[src/rtl/i2s_receiver.sv]
// i2s_receiver
// ------------
// Slave-mode I2S deserializer. The external bit clock, word select and serial
// data are synchronized into the mclk domain; each synchronized sclk rising
// edge shifts one bit in. A change of ws marks the end of a channel word: the
// bit sampled on that edge is the LSB of the channel that is ending. One
// stereo pair is presented per frame with a one-cycle rx_valid strobe.
//
// Optional feature: define I2S_RX_FRAME_CHECK_EN to enable the frame-length
// check that pulses rx_err on any armed word whose bit count is not WIDTH.
// Without the macro rx_err is tied to 0.
//
// Ports:
//   mclk       in          system clock, all state on its rising edge
//   rst_n      in          asynchronous active-low reset
//   sclk       in          I2S bit clock (asynchronous, each level >= 2 mclk)
//   ws         in          word select, 0 = left, 1 = right
//   sd_rx      in          serial data, MSB first, one-bit delay after ws
//   rx_data_l  out [WIDTH] last complete left word
//   rx_data_r  out [WIDTH] last complete right word
//   rx_valid   out         one-mclk pulse when a new L/R pair is presented
//   rx_err     out         one-mclk pulse on a malformed half-frame

module i2s_receiver #(
  parameter int WIDTH = 16
) (
  input  logic             mclk,
  input  logic             rst_n,
  input  logic             sclk,
  input  logic             ws,
  input  logic             sd_rx,
  output logic [WIDTH-1:0] rx_data_l,
  output logic [WIDTH-1:0] rx_data_r,
  output logic             rx_valid,
  output logic             rx_err
);

  // Bit counter holds 0..WIDTH+1; WIDTH+1 means "more than WIDTH bits seen".
  localparam int CW = $clog2(WIDTH + 2);
  localparam logic [CW-1:0] WCNT = CW'(WIDTH);
  localparam logic [CW-1:0] SAT  = CW'(WIDTH + 1);

  // sclk gets a third stage for edge detection; ws/sd_rx are sampled at the
  // second stage so they line up with the detected edge.
  logic [2:0]       sclkSync_q;
  logic [1:0]       wsSync_q;
  logic [1:0]       sdSync_q;

  logic [WIDTH-1:0] shreg_q;
  logic [CW-1:0]    bitCnt_q;
  logic             wsPrev_q;
  logic             armed_q;
  logic             lHave_q;
  logic [WIDTH-1:0] dataL_q;
  logic [WIDTH-1:0] dataR_q;
  logic             valid_q;

  logic             rise;
  logic             wsCur;
  logic             bitIn;
  logic             wordEnd;
  logic [CW-1:0]    cntInc_d;
  logic [CW-1:0]    wordCnt;
  logic [WIDTH-1:0] shreg_d;
  logic [WIDTH-1:0] word;

  assign rise    = sclkSync_q[1] & ~sclkSync_q[2];
  assign wsCur   = wsSync_q[1];
  assign bitIn   = sdSync_q[1];
  assign wordEnd = rise && (wsCur != wsPrev_q);

  // Next shift/count values for the current edge. The word-end bit is shifted
  // in before the word is formed, and a short word is left-justified so its
  // missing LSBs read as zero.
  always_comb begin
    cntInc_d = (bitCnt_q == SAT) ? SAT : bitCnt_q + CW'(1);
    shreg_d  = (bitCnt_q < WCNT) ? {shreg_q[WIDTH-2:0], bitIn} : shreg_q;
    wordCnt  = (cntInc_d > WCNT) ? WCNT : cntInc_d;
    word     = shreg_d << (WCNT - wordCnt);
  end

`ifdef I2S_RX_FRAME_CHECK_EN
  logic err_q;

  always_ff @(posedge mclk or negedge rst_n) begin
    if (!rst_n) begin
      err_q <= 1'b0;
    end else begin
      err_q <= wordEnd && armed_q && (cntInc_d != WCNT);
    end
  end

  assign rx_err = err_q;
`else
  assign rx_err = 1'b0;
`endif

  // Main capture state. The first ws transition after reset only arms the
  // receiver; its partial word is dropped. A right word completes a pair only
  // when a left word was latched since the last pair.
  always_ff @(posedge mclk or negedge rst_n) begin
    if (!rst_n) begin
      sclkSync_q <= '0;
      wsSync_q   <= '0;
      sdSync_q   <= '0;
      shreg_q    <= '0;
      bitCnt_q   <= '0;
      wsPrev_q   <= 1'b0;
      armed_q    <= 1'b0;
      lHave_q    <= 1'b0;
      dataL_q    <= '0;
      dataR_q    <= '0;
      valid_q    <= 1'b0;
    end else begin
      sclkSync_q <= {sclkSync_q[1:0], sclk};
      wsSync_q   <= {wsSync_q[0], ws};
      sdSync_q   <= {sdSync_q[0], sd_rx};
      valid_q    <= 1'b0;
      if (rise) begin
        if (wordEnd) begin
          if (armed_q) begin
            if (!wsPrev_q) begin
              dataL_q <= word;
              lHave_q <= 1'b1;
            end else begin
              dataR_q <= word;
              if (lHave_q) begin
                valid_q <= 1'b1;
                lHave_q <= 1'b0;
              end
            end
          end
          armed_q  <= 1'b1;
          bitCnt_q <= '0;
          shreg_q  <= '0;
          wsPrev_q <= wsCur;
        end else begin
          shreg_q  <= shreg_d;
          bitCnt_q <= cntInc_d;
        end
      end
    end
  end

  assign rx_data_l = dataL_q;
  assign rx_data_r = dataR_q;
  assign rx_valid  = valid_q;

endmodule

[config.mk]
export PLATFORM = sky130hd
export DESIGN_NAME = i2s_receiver
export DESIGN_NICKNAME = d
export VERILOG_FILES = /design/src/rtl/i2s_receiver.sv
export SDC_FILE = /design/constraint.sdc
export NUM_CORES = 1
export LEC_CHECK = 0
export CORE_UTILIZATION = 55
export CTS_BUF_LIST = sky130_fd_sc_hd__clkbuf_8 sky130_fd_sc_hd__clkbuf_16
export DETAILED_ROUTE_END_ITERATION = 7
export GPL_TIMING_DRIVEN = 0
export HOLD_SLACK_MARGIN = 0.06
export PLACE_DENSITY = 0.77
export SYNTH_ARGS = -nofsm -noshare
export SYNTH_HDL_FRONTEND = slang
export SYNTH_SLANG_ARGS = --single-unit
[constraint.sdc]
create_clock -name mclk -period 8.3 [get_ports mclk]
set_clock_uncertainty 0.15 [all_clocks]
set_input_delay 1.66 -clock mclk [delete_from_list [all_inputs] [get_ports mclk]]
set_output_delay 1.66 -clock mclk [all_outputs]
set_load 0.005 [all_outputs]
==> flow_summary.yaml <==
critical_path:
  crit_family: "buffers and inverters"
  reg2reg_depth: 12
  slowest_delay_ps: 500
  cp_num_buf_inv: 4
  r2r_end: "rx_data_r[8]$_DFFE_PN0P_"
  crit_chain: "ha_1 -> buf_4 -> and3_1 -> buf_4 -> xnor2_4 -> nand2b_1 -> ha_1 -> clkbuf_1 -> clkbuf_1 -> o21ai_0 -> a311oi_1 -> mux2_2"
  path_max_fanout: 10
  worstPathArrival_ps: 4180
  path_class: "register to register"
  endpoint_kind: "register"
  reg2reg_from: "bitCnt_q[0]$_DFFE_PN0P_"
  r2r_setup_slack_ps: 4250
  critPathSlowestCell: "dfrtp_1"
  critical_path_required_ps: 8440
  start_kind: "register"
clock_network:
  cts.reportedPaths.clkPinSlew_ps: 70
  root_buffer: "clkbuf_8"
  cts_tree: "built"
  clockBufferDepth: 2
  cts_sinks: 64
  cts_resized: 0
  ctsHoldBuffers: 0
  post_cts_buffers: 0
  numCtsBuffers: 9
  clk_latency_ps: 350
  htree_levels: 3
grt:
  grt_pass1_wl_mm: 17.3
  grt_max_degree: 39
  grt_overflow: 0
  grt_use_total_pct: 30.2
  first_global_vias: 3266
  antenna_found_initial: 0
floorplan:
  die_w_um: 85.9
  rows: 30
  die_area_sq_um: 7380
  ioPinCount: 39
  initial_core_util_pct: 57.0
  dieHeight_um: 85.9
  core_sq_um: 6790
route:
  vias: 3514
  drt_pass1_iterations: 7
  antenna_left: 0
  drt_iter0_drc: 356
  viasPerCell: 6.41
  drt_wl_total_mm: 10.3
  drc: 0
  wl_per_cell_um: 18.8
power:
  p_leak_nw: 1.88
  finalPower_mw: 1.13
  irDropWorstVdd_mv: 0.116
  power.density_nw_per_um2: 246
yosys:
  synth-seq-cells: 64
  yosys.area.top_type: "dfrtp_1"
  synth_area_leaders: "dfrtp_1 (41%), nand2_1 (4.3%), a22o_1 (4.1%), mux2_2 (2.9%), nor2_1 (2.7%)"
  async_flop_share_pct: 100
  synth_edf_count: 0
  syn-num-nets: 406
  synth_cells: 398
  ys.flop_type: "dfrtp_1"
  syn_area_sq_um: 3870
  yosysWarnings: 0
  yosysTopAreaCellShare_pct: 41.4
  synth_cell_types: 73
  syn_avg_cell_area_sq_um: 9.73
  ys_seq_area_share_pct: 41.4
timing:
  drv_slew: 0
  fin_setup_tns_ps: 0
  worstMarginPinSlew_ps: 867
  postLayoutSetupSlackWorst_ps: 4250
  relSlewSlack_pct: 40.7
  fmax_mhz: 247
  finalHoldViolations: 0
  finalSetupViolCount: 0
  period_needed_ps: 4050
  fin_crit_sh_pct: 48.8
  rsz0062_at_grt: "no"
placement:
  hpwl_mm: 7.45
  io_buffer_count: 37
  preCtsSetupSlack_ps: 4330
  dp_cells: 532
  dpl-instance-area_sq_um: 4380
  gp_congestion: 1.04
cells_and_area:
  drive_above_1_share_pct: 14.8
  stdcell_count: 548
  stdcell_area_sq_um: 4590
  fill_cells: 550
  regArea_sq_um: 1600
  layout_commonest_cell: "dfrtp_1"
  most-common-layout-cells: "dfrtp_1 (64), nand2_1 (44), clkdlybuf4s50_1 (36)"
  area_growth_pct: 18.5
  final_net_count: 455
  n_antenna_cell: 0
  multiInputGateArea_sq_um: 2060
hold_path:
  whs_path_depth: 0
  holdPathEnd: "wsSync_q[1]$_DFF_PN0_"
  hold_path.class: "register to register"
  min_from: "wsSync_q[0]$_DFF_PN0_"
status:
  status: "completed"
job:
  drv_cap: 0
worst max-delay path by stage:
stage                     depth (start not counted)                  endpoint                    start  slack [ps]
after floorplan                                  12  rx_data_r[8]$_DFFE_PN0P_  bitCnt_q[0]$_DFFE_PN0P_        5110
after CTS                                        12  rx_data_r[8]$_DFFE_PN0P_  bitCnt_q[0]$_DFFE_PN0P_        4320
final                                            12  rx_data_r[8]$_DFFE_PN0P_  bitCnt_q[0]$_DFFE_PN0P_        4250
after detailed placement                         12  rx_data_r[8]$_DFFE_PN0P_  bitCnt_q[0]$_DFFE_PN0P_        4330
after global placement                            1   sclkSync_q[0]$_DFF_PN0_                    rst_n        3460
after global routing                             12  rx_data_r[8]$_DFFE_PN0P_  bitCnt_q[0]$_DFFE_PN0P_        4080
synth_stat cells, drive strengths merged (6+ instances only):
cell type   n
inv         6
a311oi     11
o31ai       9
o21ai      18
dfrtp      64
nand2      45
nand2b      7
mux2       10
nand3      12
nor2b       9
nor3       11
clkbuf     17
o221ai      7
a21oi       7
buf        17
nor2       28
a22o       18
o211ai      9
registers in the layout, indices dropped and copies added, names as in the netlist:
signal	count
armed_q	1
bitCnt_q	5
lHave_q	1
rx_data_l	16
rx_data_r	16
rx_valid	1
sclkSync_q	3
sdSync_q	2
shreg_q	16
wsPrev_q	1
wsSync_q	2
cell families after synthesis:
group	count (synthesis)	synth area share (%)
DFF	64	41.4
other	1	0.0969
adders and majority gates	3	0.970
xor gates and xnor gates	7	2.46
muxes	15	4.85
AOI/OAI and AO/OA	127	25.7
and+or+nand+nor	141	19.1
buffers and inverters	40	5.43
through the flow:
| stage | utilization [%] | hold slack (ps) |
|---|---|---|
| 2_1_floorplan | - | 181 |
| 3_3_place_gp | 64.2 | 182 |
| 3_5_place_dp | 64.4 | 185 |
| 4_1_cts | 67.5 | 200 |
| 5_1_grt | 67.5 | 217 |
| 6_report | 67.5 | 199 |
power by group:
group          internal, mW  total, mW  switching, mW
Clock                 0.167      0.289          0.122
Sequential            0.360      0.391         0.0310
Combinational         0.199      0.448          0.249
routing by layer:
layer | routed length, um | vias to the layer above | global-route usage (%)
met3 | 698 | 28 | 6.64
met1 | 4570 | 1722 | 41.6
li1 | - | 1602 | -
met2 | 4810 | 162 | 47.5
met5 | 0 | - | 0
met4 | 214 | 0 | 10.3
cell type report:
class | instances | area share (%)
Clock buffer | 9 | 2.70
Tap cell | 96 | 2.62
Buffer | 34 | 4.09
Inverter | 6 | 0.491
Sequential cell | 64 | 34.9
Multi-Input combinational cell | 294 | 44.9
Timing Repair Buffer | 38 | 8.40
Clock inverter | 7 | 1.91
(Power assumes the default switching activity.)
